## src/rtl/seq_divider_64by32.sv

```systemverilog
// Unsigned restoring divider: 2*WIDTH-bit dividend by WIDTH-bit divisor, one quotient bit per
// clock, with valid/ready handshakes on both the operand and the result side.
module seq_divider_64by32 #(
  parameter int unsigned WIDTH = 32
) (
  input  logic               clk,
  input  logic               rst,
  input  logic               in_valid,
  output logic               in_ready,
  input  logic [2*WIDTH-1:0] dividend,
  input  logic [WIDTH-1:0]   divisor,
  output logic               out_valid,
  input  logic               out_ready,
  output logic [WIDTH-1:0]   quotient,
  output logic [WIDTH-1:0]   remainder,
  output logic               div_by_zero,
  output logic               overflow
);

  localparam int unsigned CntW = (WIDTH > 1) ? $clog2(WIDTH) : 1;

  localparam logic [1:0] StIdle = 2'd0;
  localparam logic [1:0] StCalc = 2'd1;
  localparam logic [1:0] StDone = 2'd2;

  logic [1:0]       state_q;
  logic [CntW-1:0]  cnt_q;
  logic [WIDTH-1:0] part_q;
  logic [WIDTH-1:0] lo_q;
  logic [WIDTH-1:0] dvsr_q;
  logic [WIDTH-1:0] quo_q;
  logic [WIDTH-1:0] rem_q;
  logic             dbz_q;
  logic             ovf_q;

  logic [WIDTH:0]   trial;
  logic [WIDTH:0]   diff;
  logic             qbit;
  logic [WIDTH-1:0] part_next;

  // The partial remainder stays below the divisor, so only its low WIDTH bits need storing;
  // the trial subtraction itself is carried out at WIDTH+1 bits.
  always_comb begin
    trial     = {part_q, lo_q[WIDTH-1]};
    diff      = trial - {1'b0, dvsr_q};
    qbit      = ~diff[WIDTH];
    part_next = qbit ? diff[WIDTH-1:0] : trial[WIDTH-1:0];
  end

  always_ff @(posedge clk) begin
    if (rst) begin
      state_q <= StIdle;
      cnt_q   <= '0;
      part_q  <= '0;
      lo_q    <= '0;
      dvsr_q  <= '0;
      quo_q   <= '0;
      rem_q   <= '0;
      dbz_q   <= 1'b0;
      ovf_q   <= 1'b0;
    end else begin
      case (state_q)
        StIdle: begin
          if (in_valid) begin
            dvsr_q <= divisor;
            if (divisor == '0) begin
              dbz_q   <= 1'b1;
              ovf_q   <= 1'b0;
              quo_q   <= '1;
              rem_q   <= dividend[WIDTH-1:0];
              state_q <= StDone;
            end else if (dividend[2*WIDTH-1:WIDTH] >= divisor) begin
              // Quotient would need more than WIDTH bits.
              dbz_q   <= 1'b0;
              ovf_q   <= 1'b1;
              quo_q   <= '1;
              rem_q   <= '0;
              state_q <= StDone;
            end else begin
              dbz_q   <= 1'b0;
              ovf_q   <= 1'b0;
              part_q  <= dividend[2*WIDTH-1:WIDTH];
              lo_q    <= dividend[WIDTH-1:0];
              quo_q   <= '0;
              cnt_q   <= CntW'(WIDTH - 1);
              state_q <= StCalc;
            end
          end
        end
        StCalc: begin
          part_q <= part_next;
          lo_q   <= lo_q << 1;
          quo_q  <= {quo_q[WIDTH-2:0], qbit};
          cnt_q  <= cnt_q - 1'b1;
          if (cnt_q == '0) begin
            rem_q   <= part_next;
            state_q <= StDone;
          end
        end
        StDone: begin
          if (out_ready) begin
            state_q <= StIdle;
          end
        end
        default: state_q <= StIdle;
      endcase
    end
  end

  assign in_ready    = (state_q == StIdle);
  assign out_valid   = (state_q == StDone);
  assign quotient    = quo_q;
  assign remainder   = rem_q;
  assign div_by_zero = dbz_q;
  assign overflow    = ovf_q;

endmodule

```

## config.mk

```make
export PLATFORM = sky130hd
export DESIGN_NAME = seq_divider_64by32
export DESIGN_NICKNAME = d
export VERILOG_FILES = /design/src/rtl/seq_divider_64by32.sv
export SDC_FILE = /design/constraint.sdc
export NUM_CORES = 1
export LEC_CHECK = 0
export CORE_MARGIN = 4
export CORE_UTILIZATION = 54
export DETAILED_ROUTE_END_ITERATION = 10
export PLACE_DENSITY = 0.91
export SYNTH_ARGS = -nofsm -noshare
export SYNTH_HDL_FRONTEND = slang
export SYNTH_SLANG_ARGS = --single-unit
export TNS_END_PERCENT = 10
```

## constraint.sdc

```tcl
create_clock -name clk -period 4.1 [get_ports clk]
set_input_delay 1.025 -clock clk [delete_from_list [all_inputs] [get_ports clk]]
set_output_delay 1.025 -clock clk [all_outputs]
set_load 0.01 [all_outputs]
```

==> metrics <==
status=completed; utilization after layout=between 70% and 80%; total grt overflow=0; RSZ-0062 raised after global routing=no; Post-route DRC=0; cell mode on critical path=a21oi_1; metal2 WL=14,970 um; leakage=5.109 nW; Vert. Die Dim=roughly 150 um; global-route usage over all layers=between 30 and 40%; slowest CP cell=clkdlybuf4s50_1; share of cells above drive strength 1=approximately 13%; number of synthesized flops with an enable pin=0; Syn Area/Cell=8.340 um2; met1 WL=between 10,000 and 15,000 um; Cells after Synth=between 1k and 1.5k; crit-path cells=clkdlybuf4s50_1 > ha_1 > nand2b_1 > a21o_1 > a211o_1 > a21oi_1 > a211oi_2 > nor3_2 > buf_4 > mux2_2 > o21ai_0 > a21oi_1; clock buffer depth=2; Synth cell types=77; WHS=roughly 0.45 ns; Post-synth ARST share=0%; H-tree depth=4; R2R Path Start=lo_q[31]; Final period util=99.08%; Root Buffer=clkbuf_16; worst setup path startpoint=divisor[0]; Routability Congestion=1.015; Non-Filler Instances=around 1.6k; detailed placement HPWL=approximately 24,000 um; Worst Skew=just over 0.01 ns; Core ar.=18,270 um2; endpoint class of the critical path=flip-flop; worst-margin pin slew=between 0.8 and 0.9 ns; antenna violations before repair=0; Routed WL=32,500 um; CP Data Arrival Time=4.35 ns; die area=approximately 21,000 um2; cts-stage hold buffer count=0; Fmax achieved=246.2 MHz; Final Hold Vio Count=0; Power Total=roughly 7 mW; Worst-path clk slew=0.07 ns; P_int=roughly 4.2 mW; P_sw=approximately 2.9 mW; Iter 0 DRT Violations=1,041; VDD IR max=0.4204 mV; flops & latches, synth=about 170; per-cell routed wire length=around 20 um; via count=just over 10k; Rel. slew slack=between 40% and 50%; Cell Area, Synth=10,170 um2; number of CTS-inserted buffers=17; commonest non-fill, non-tap cell in the layout=dfxtp_1; dpl cells=between 1.5k and 2k; Initial Utilization=~56%; pre-CTS WS=-0.2552 ns; Antenna Cells=0; commonest cells after routing, fill and taps aside=dfxtp_1 (169), clkdlybuf4s50_1 (166), a21oi_1 (163), nand2_1 (145), nor2_1 (81); drt via density=6.298; Synth warnings=0; Final WS setup=roughly 0.038 ns; syn_nets=roughly 1.4k; Setup Fix Bufs, Post-CTS=0; Met3 Routed Length=between 3000 and 4000 um; antenna viol nets, final=0; Logic pwr share=48.7%; Power Density=about 550 nW/um2; Top FF cell, synth=dfxtp_1; CTS resizes=0; DIE WIDTH=145.3 um; nets@finish=roughly 1.6k; max-slew violations=0; Area after DPL=~12,000 um2; CTS tree=built; via count of the first global-routing pass=just over 10k; HP Start=dvsr_q[4]; crit path time final=about 4.1 ns; clock latency on the worst-skew pair=0.44 ns; Final Setup Violations=0; worst hold path type=reg -> reg; TritonRoute pass-1 iters=6; switching share of power=a little over 40%; clock share of power=22.4%; DR top layer=met4; clock sink total=between 150 and 200; Worst EP required=approximately 4.4 ns; FILL cells=between 1k and 1.5k; I/O pin cnt=between 150 and 200; first-pass GRT wire length=52,660 um; sequential share of the synthesized area=33.25%; sequential share of power=~29%; design area=12,890 um2; largest net degree at the start of global routing=a little under 70; Port Buf Inserts=167; Syn-to-layout area delta=26.65%; Setup CP Type=in -> reg; Row Count=slightly below 50; CP Launch Type=input port; peak fanout along the critical path=20; max-cap check violation count=0; Setup TNS=0 ns; delay of the slowest cell on the worst path=~0.56 ns
==> critical path, delay by kind of cell <==
kind	cells	cell delay, ns
AO/OA/AOI/OAI	6	1.39
buffers and inverters	2	0.90
AND/OR/NAND/NOR	2	0.38
multiplexers	1	0.37
adder cells (fa/ha/maj)	1	0.27
==> power groups by stage <==
stage	clock [mW]	sequential (mW)	combinational [mW]
floorplan	0	2.07	2.33
global placement	0	2.06	3.19
detailed placement	0	2.08	3.32
CTS	1.60	2.04	3.38
global route	1.67	2.07	3.71
finish	1.59	2.05	3.46
==> synthesized netlist by cell type, drive strengths merged (3+ instances only) <==
cell | number | share of area, %
nor4 | 10 | 0.76
a211oi | 55 | 4.4
o211ai | 24 | 2.2
o21ai | 33 | 1.7
nor2 | 83 | 3.1
nor3 | 10 | 0.71
and2 | 5 | 0.31
and3 | 6 | 0.37
o21a | 4 | 0.30
buf | 29 | 1.8
nand3 | 29 | 2.0
or3 | 4 | 0.30
nand2 | 148 | 5.5
a21o | 30 | 2.2
o31ai | 4 | 0.43
o21bai | 3 | 0.22
a41oi | 4 | 0.34
nand4 | 10 | 0.61
mux2i | 38 | 3.7
or2 | 4 | 0.25
a311oi | 20 | 2.2
nand2b | 8 | 0.49
ha | 66 | 8.1
a31oi | 4 | 0.25
mux2 | 28 | 3.1
dfxtp | 169 | 33
nor2b | 5 | 0.31
xor2 | 9 | 0.77
a22oi | 34 | 2.5
o221ai | 3 | 0.38
inv | 76 | 2.8
a21oi | 163 | 8.0
clkbuf | 51 | 1.9
xnor2 | 19 | 1.6
a21boi | 3 | 0.22
==> logic make-up after synthesis <==
family / Yosys count / share of synthesized area, %
AO/OA/AOI/OAI: 403 / 27.16
AND/OR/NAND/NOR: 331 / 15.56
flip-flops: 169 / 33.25
buffers and inverters: 156 / 6.468
adder cells (fa/ha/maj): 67 / 8.313
multiplexers: 66 / 6.837
XOR/XNOR: 28 / 2.410
==> final timing paths <==
| path | endpoint | slack (ns) | cells after the start |
|---|---|---|---|
| worst min-delay path | dvsr_q[4] | 0.45 | 2 |
| worst min register to register | dvsr_q[4] | 0.45 | 2 |
| worst max register to register | remainder[16] | 0.35 | 14 |
| worst max-delay path | part_q[22] | 0.04 | 12 |
==> final cells by class <==
cell class              instances  area (um2)  area share (%)
multi-input cells             895        6156           47.77
clock buffers                  18       429.2           3.330
flip-flops and latches        169        3383           26.25
clock inverters                13       143.9           1.117
well taps                     229       286.5           2.224
repair buffers                228        2202           17.09
inverters                      76       285.3           2.214
==> state kept, by name, indices dropped and copies added, names as in the netlist <==
| register | flops |
|---|---|
| div_by_zero | 1 |
| remainder | 32 |
| quotient | 32 |
| state_q | 2 |
| part_q | 32 |
| overflow | 1 |
| cnt_q | 5 |
| dvsr_q | 32 |
| lo_q | 32 |
==> layer usage <==
metal  up-vias  track usage (%)
met5         -                0
met4         0            16.43
met3       121            9.167
met2       545            49.24
met1      4830            35.39
li1       4757                -
Power figures use the tool's default switching activity.
